`config.mk`:
```
export PLATFORM = sky130hd
export DESIGN_NAME = vram_fill
export DESIGN_NICKNAME = d
export VERILOG_FILES = /design/src/rtl/vram_fill.sv
export SDC_FILE = /design/constraint.sdc
export NUM_CORES = 1
export LEC_CHECK = 0
export ABC_AREA = 0
export BUFFER_PORTS_ARGS = -buffer_cell sky130_fd_sc_hd__clkbuf_2
export CORE_MARGIN = 2
export CORE_UTILIZATION = 47
export DETAILED_ROUTE_END_ITERATION = 8
export PLACE_DENSITY = 0.74
export SLEW_MARGIN = 20
export SYNTH_ARGS = -nofsm -noshare
export SYNTH_HDL_FRONTEND = slang
export SYNTH_SLANG_ARGS = --single-unit
export TNS_END_PERCENT = 30
```
`constraint.sdc`:
```
create_clock -name clk -period 4.3 [get_ports clk]
set_clock_uncertainty 0.1 [all_clocks]
set_input_delay 0.645 -clock clk [delete_from_list [all_inputs] [get_ports clk]]
set_output_delay 0.645 -clock clk [all_outputs]
set_load 0.01 [all_outputs]
```
`src/rtl/vram_fill.sv`:
```
// vram_fill: writes a selectable pattern to every VRAM word, optionally reads it back and counts mismatches
module vram_fill #(
    parameter int WORDS          = 24576,
    parameter int ROW_WORDS_LOG2 = 5,
    parameter int TIMEOUT        = 1023
) (
    input  logic        clk,
    input  logic        reset,
    input  logic        start,
    input  logic [1:0]  pattern,
    input  logic        verify,
    output logic [14:0] vram_addr,
    output logic [31:0] vram_data_in,
    input  logic [31:0] vram_data_out,
    output logic        vram_req,
    output logic        vram_write,
    input  logic        vram_ready,
    output logic        busy,
    output logic        done,
    output logic        timeout,
    output logic [15:0] err_count,
    output logic [14:0] err_addr
);
    typedef enum logic [2:0] {IDLE, WR_REQ, WR_GAP, RD_REQ, RD_GAP, DONE} state_t;

    localparam logic [14:0] LAST_ADDR = 15'(WORDS - 1);
    localparam logic [15:0] WAIT_LAST = 16'(TIMEOUT - 1);

    state_t      state, state_next;
    logic        start_q, start_qq, start_edge, last, wait_expired, mismatch, advance;
    logic [1:0]  pattern_q;
    logic        verify_q;
    logic [15:0] wait_cnt;
    logic [14:0] addr_next;

    function automatic logic [31:0] pat_data(input logic [1:0] p, input logic [14:0] a);
        return p == 2'd0 ? 32'h0000_0000 :
               p == 2'd1 ? 32'hFFFF_FFFF :
               p == 2'd2 ? (a[ROW_WORDS_LOG2] ? 32'h5555_5555 : 32'hAAAA_AAAA) :
                           {17'b0, a};
    endfunction

    // state register
    always_ff @(posedge clk or negedge reset) begin
        if (!reset) state <= IDLE;
        else        state <= state_next;
    end

    // next-state decode and port strobes
    always_comb begin
        state_next   = state;
        start_edge   = start_q & ~start_qq;
        last         = vram_addr == LAST_ADDR;
        wait_expired = wait_cnt == WAIT_LAST;
        mismatch     = vram_data_out != vram_data_in;
        addr_next    = last ? 15'd0 : vram_addr + 15'd1;
        case (state)
            IDLE, DONE: state_next = start_edge ? WR_REQ : state;
            WR_REQ:     state_next = vram_ready ? WR_GAP : wait_expired ? DONE : WR_REQ;
            WR_GAP:     state_next = !last ? WR_REQ : verify_q ? RD_REQ : DONE;
            RD_REQ:     state_next = vram_ready ? RD_GAP : wait_expired ? DONE : RD_REQ;
            RD_GAP:     state_next = last ? DONE : RD_REQ;
            default:    state_next = IDLE;
        endcase
        advance    = (state == WR_GAP || state == RD_GAP) && (state_next == WR_REQ || state_next == RD_REQ);
        vram_req   = state == WR_REQ || state == RD_REQ;
        vram_write = state == WR_REQ;
        busy       = state != IDLE && state != DONE;
        done       = state == DONE;
    end

    // start edge detect, address/data sequencing, wait counter and readback status
    always_ff @(posedge clk or negedge reset) begin
        if (!reset) begin
            start_q      <= 1'b0;
            start_qq     <= 1'b0;
            pattern_q    <= 2'd0;
            verify_q     <= 1'b0;
            wait_cnt     <= 16'd0;
            vram_addr    <= 15'd0;
            vram_data_in <= 32'd0;
            timeout      <= 1'b0;
            err_count    <= 16'd0;
            err_addr     <= 15'd0;
        end else begin
            start_q  <= start;
            start_qq <= start_q;
            wait_cnt <= (vram_req && state_next == state) ? wait_cnt + 16'd1 : 16'd0;
            if ((state == IDLE || state == DONE) && start_edge) begin
                pattern_q    <= pattern;
                verify_q     <= verify;
                vram_addr    <= 15'd0;
                vram_data_in <= pat_data(pattern, 15'd0);
                timeout      <= 1'b0;
                err_count    <= 16'd0;
                err_addr     <= 15'd0;
            end
            if (vram_req && !vram_ready && wait_expired) timeout <= 1'b1;
            if (state == RD_REQ && vram_ready && mismatch) begin
                if (err_count == 16'd0) err_addr <= vram_addr;
                if (err_count != 16'hFFFF) err_count <= err_count + 16'd1;
            end
            if (advance) begin
                vram_addr    <= addr_next;
                vram_data_in <= pat_data(pattern_q, addr_next);
            end
        end
    end
endmodule
```
======== Yosys cells after proc, flatten, opt, wreduce, memory -nomap -nowiden ========
Cells that the tools add are included.
cells by class
  reductions and logical operators ........ 21
  equal/unequal tests ..................... 17
  bitwise logic cells ..................... 2
  add/subtract/negate cells ............... 3
  multiplexer cells ....................... 30
operator list
  operator                 number
  $mux W32                 9
  $mux W15                 6
  $mux W16                 4
  $add A16 B1 Y16 const B  2
  $ne A32 B32 Y1           1
  $mux W3                  8
  $eq A16 B10 Y1 const B   1
  $logic_not A16 Y1        1
  $ne A16 B16 Y1 const B   1
  $add A15 B1 Y15 const B  1
  $eq A15 B15 Y1 const B   1
  $pmux W3 S5              1
  $eq A3 B2 Y1 const B     3
  $logic_and A1 B1 Y1      8
  $eq A3 B1 Y1 const B     2
  $eq A3 B3 Y1 const B     2
  $eq A2 B1 Y1 const B     2
  $eq A2 B2 Y1 const B     2
  $logic_not A2 Y1         2
  $logic_or A1 B1 Y1       4
  $reduce_bool A2 Y1       2
  $eq A3 B3 Y1             1
  $logic_not A3 Y1         1
  $ne A3 B3 Y1 const B     1
  other kinds (6)          7
storage, ports and cells
  logic and storage cells ................. 84
  output and inout port bits .............. 83
  flip-flop bits (word level) ............. 103
  input bits .............................. 39

======== Depth between registers and ports, before layout ========
  depth in word-level cells ............... 8
  mapped depth ............................ 9
  depth with buffers taken out ............ 8

======== Worst setup path after synthesis ========
OpenSTA, ideal clock, no wires.
  path kind ............................... input-to-reg
  start ................................... input port vram_data_out[20]
  end ..................................... register err_count[1]
  setup slack ............................. 1903 ps
  required time ........................... 4075 ps
  stages on the path ...................... 7
  data arrival time ....................... 2172 ps
  path buffers ............................ 1
  path through ............................ or4_1 -> nor4_1 -> o22ai_1 -> o21ai_2 -> buf_6 -> nor2_2 -> mux2_4
between the ends
  cells in the longest elaborated chain, start to end .. 3
RTL lines
  element                 line  RTL
  start: declaration      14    input logic [31:0] vram_data_out,
  $ne A32 B32 Y1          55    mismatch = vram_data_out != vram_data_in;
  $logic_and A1 B1 Y1     99    if (state == RD_REQ && vram_ready && mismatch) begin
  $mux W16                99
  end signal: assignment  101   if (err_count != 16'hFFFF) err_count <= err_count + 16'd1;
  end: declaration        21    output logic [15:0] err_count,
Every way passes these cells.
A chain may end at the register's enable or synchronous reset.

======== Worst setup path after layout ========
  start ................................... register vram_addr[1]
  end ..................................... register vram_data_in[9]
between the ends
  cells in the longest elaborated chain, start to end .. 7
  elaborated cells on any way between the ends .. 16
  those cells by class .................... add/sub: 1; eq/ne: 3; mux: 9; reduce/logical: 3
RTL lines
  element                                            line    RTL
  start: declaration                                 12      output logic [14:0] vram_addr,
  start signal: assignment                           104     vram_addr <= addr_next;
  $add A15 B1 Y15 or $eq A15 B15 Y1 (tied branches)  56, 53
  $mux W15, or another cell as far along             56      addr_next = last ? 15'd0 : vram_addr + 15'd1;
  $mux W32 or $pmux W3 S5 (tied branches)            39, 57
  $mux W32, or another cell as far along             39      p == 2'd2 ? (a[ROW_WORDS_LOG2] ? 32'h5555_5555 : 32'hAAAA_AAAA) :
  $mux W32 or $logic_or A1 B1 Y1 (tied branches)     38, 65
  $mux W32 or $logic_and A1 B1 Y1 (tied branches)    37, 65
  $mux W32 or $reduce_bool A2 Y1 (tied branches)     n/a
  end signal: assignment                             93      vram_data_in <= pat_data(pattern, 15'd0);
  end signal: assignment                             105     vram_data_in <= pat_data(pattern_q, addr_next);
  end: declaration                                   13      output logic [31:0] vram_data_in,
Parallel ways exist; a longest one is shown, timed or not.

==> out/qor.csv <==
metric,value,unit
cts_setup_buffers,0,
critPathCaptureType,flop,
r2r_start,vram_addr[1],
tns,0,ns
die_area,11600,um^2
grt_antenna_before_repair,0,
antennaDiodeCount,0,
crit_chain,ha_1 -> nand3_2 -> nor4_4 -> or2_1 -> a21o_1 -> nor2_1 -> a221o_1,
grt_pass1_wl,20.07,mm
fin_ws,1.331,ns
wl,12.46,mm
final_hold_viol_count,0,
ant_nets,0,
hp-class,primary input to async pin,
overflow,0,
required,4.45,ns
viasPerCell,5.653,
drt_first_pass_iters,6,
holdBufCountCts,0,
crit_buf_inv,0,
seq_area_frac_synth,43.58,%
place_ws,1.276,ns
drv_slew,0,
cp-start-kind,flop,
synthTopCellsByArea,"dfrtp_1 44%, xor2_1 5.2%, nand2_1 3.9%, mux2i_1 3.8%, o21ai_0 3.0%",
io_pins,122,
finalPower,2.983,mW
ys_ff_latch,88,
p_clk_share,18.8,%
ys_async_sr_fraction,100.0,%
synth_top_flop_cell,dfrtp_1,
synth.distinct_cells,60,
path_class,flop to flop,
ff2ff_path_depth,7,
cap_violations,0,
finalWeightedCongestion,0.8785,
power.density,516.2,nW/um^2
post_drt_wl_per_cell,16.06,um
syn_area,5054,um^2
cpPeakStageDelay,0.59,ns
p_seq_share,41.3,%
dieHeight,107.7,um
vias,4387,
syn-instance-count,544,
leakage,2.655,nW
grt_pass1_vias,3994,
syn-num-nets,591,
maxSlewHeadroom,24.82,%
dp.final_hpwl,9.208,mm
pwr-share-comb,39.9,%
cpLargestDelayFamily,simple AND/OR/NAND/NOR gates,
stdcell_area,5779,um^2
cp.arrival,3.12,ns
area_delta_synth_final,14.36,%
syn_avg_cell_area,9.290,um^2
final_layout_size_suffix_gt1_share,24.38,%
yosysWarningCount,0,
clk_latency,0.35,ns
core,10370,um^2
cts-buffers-inserted,9,
cts_max_level,3,
place_area,5590,um^2
finalCritPeriodShare,69.05,%
p_sw_share,42.46,%
rows,37,
grt_max_degree,60,
p_int,1.717,mW
io_buffers,121,
drc,0,
ff2ff_setup_slack,1.33,ns
clock_sinks,88,
synth_top_area_share,43.58,%
max_freq,336.8,MHz
cts_root_buf,clkbuf_8,
p_switching,1.267,mW
r2r-end,vram_data_in[9],
grt_util_all_layers,21.69,%
outcome,"complete, no violations",
cts_buffer_depth,2,
die_x,107.7,um
path_max_fanout,16,
setup_viol,0,
drtIter0Drc,307,
synth_edf_count,0,
synth_top_cell_by_area,dfrtp_1,
nets,682,
crit_slowest_cell,nor4_4,
rsz0062_at_grt,no,
initial_core_util,48.73,%
cts.clk_slew.worst_paths,0.10,ns
final_util,55.73,%
tightest_slew,1.128,ns
cts_tree,yes,
fin_crit,2.969,ns
ir_drop,0.0002581,V
cts_resized,0,
worst max path at each step:
stage / from / to / slack [ns] / cells after the start
finish: vram_addr[1] / vram_data_in[9] / 1.33 / 7
detailed placement: vram_data_out[21] / err_count[1] / 1.28 / 7
floorplan: vram_data_out[20] / err_count[1] / 1.90 / 7
CTS: vram_addr[1] / vram_data_in[9] / 1.36 / 7
global route: vram_addr[1] / vram_data_in[9] / 1.12 / 7
global placement: vram_data_out[20] / err_count[1] / 1.34 / 7
power groups by stage:
| stage | clock network [mW] | registers [mW] | logic (mW) |
|---|---|---|---|
| floorplan | 0 | 1.20 | 0.874 |
| global placement | 0 | 1.23 | 1.16 |
| detailed placement | 0 | 1.24 | 1.19 |
| CTS | 0.571 | 1.23 | 1.20 |
| global route | 0.601 | 1.26 | 1.32 |
| finish | 0.560 | 1.23 | 1.19 |
Yosys cell counts (9+ instances only):
cell / n
buf_2: 11
clkbuf_1: 11
xor2_1: 30
o21ai_0: 30
dfrtp_1: 88
a31oi_1: 9
a221o_1: 12
nand3_1: 23
mux2i_1: 19
and4_1: 10
inv_1: 24
and3_1: 10
a21oi_1: 27
nand2_1: 52
xnor2_1: 10
nor3_1: 13
nor4_1: 9
nor2_1: 37
buf_4: 17
or3_1: 10
sequential cells by signal, summed over array words and instances, names as in the netlist:
| signal | cells |
|---|---|
| vram_addr | 15 |
| pattern_q | 2 |
| state | 3 |
| timeout | 1 |
| err_addr | 15 |
| start_qq | 1 |
| err_count | 16 |
| start_q | 1 |
| wait_cnt | 16 |
| verify_q | 1 |
| vram_data_in | 17 |
kinds of logic after synthesis:
group	share of synthesized area, %
buffers and inverters	7.180
AND/OR/NAND/NOR	22.18
flip-flops	43.58
XOR/XNOR	6.932
multiplexers	4.060
AO/OA/AOI/OAI	14.09
adder cells (fa/ha/maj)	1.981
per-layer routing:
layer  global-route usage, %  up-vias  part of all wire (%)
met2                   35.53      118                    48
met3                   2.724       12                   5.5
met5                       0        -                     0
met1                   30.35     2153                    45
li1                        -     2104                     -
met4                   5.861        0                  0.93
final cells by class:
cell class | count | area [um^2]
clock buffer | 11 | 151.4
inverter | 25 | 96.34
timing repair buffer | 124 | 630.6
fill | 960 | 4591
sequential | 88 | 2202
tap | 136 | 170.2
clock inverter | 5 | 37.54
multi-input combinational | 387 | 2491
stage by stage:
| stage | hold slack [ns] | cells |
|---|---|---|
| 3_3_place_gp | 0.2574 | 760 |
| 3_5_place_dp | 0.2701 | 760 |
| 4_1_cts | 0.2766 | 776 |
| 2_1_floorplan | 0.2465 | 544 |
| 5_1_grt | 0.2786 | 776 |
| 6_report | 0.2509 | 776 |
cells in the final DEF, fill, tap and decap left out, drive strengths merged, types with 12 or more instances in the layout:
cell / instances
a21oi: 28
a221o: 12
clkbuf: 131
dfrtp: 88
inv: 27
mux2i: 19
nand2: 52
nand3: 26
nor2: 38
nor3: 14
o21ai: 34
xor2: 30
No activity file was read; power rests on OpenSTA's default activity.
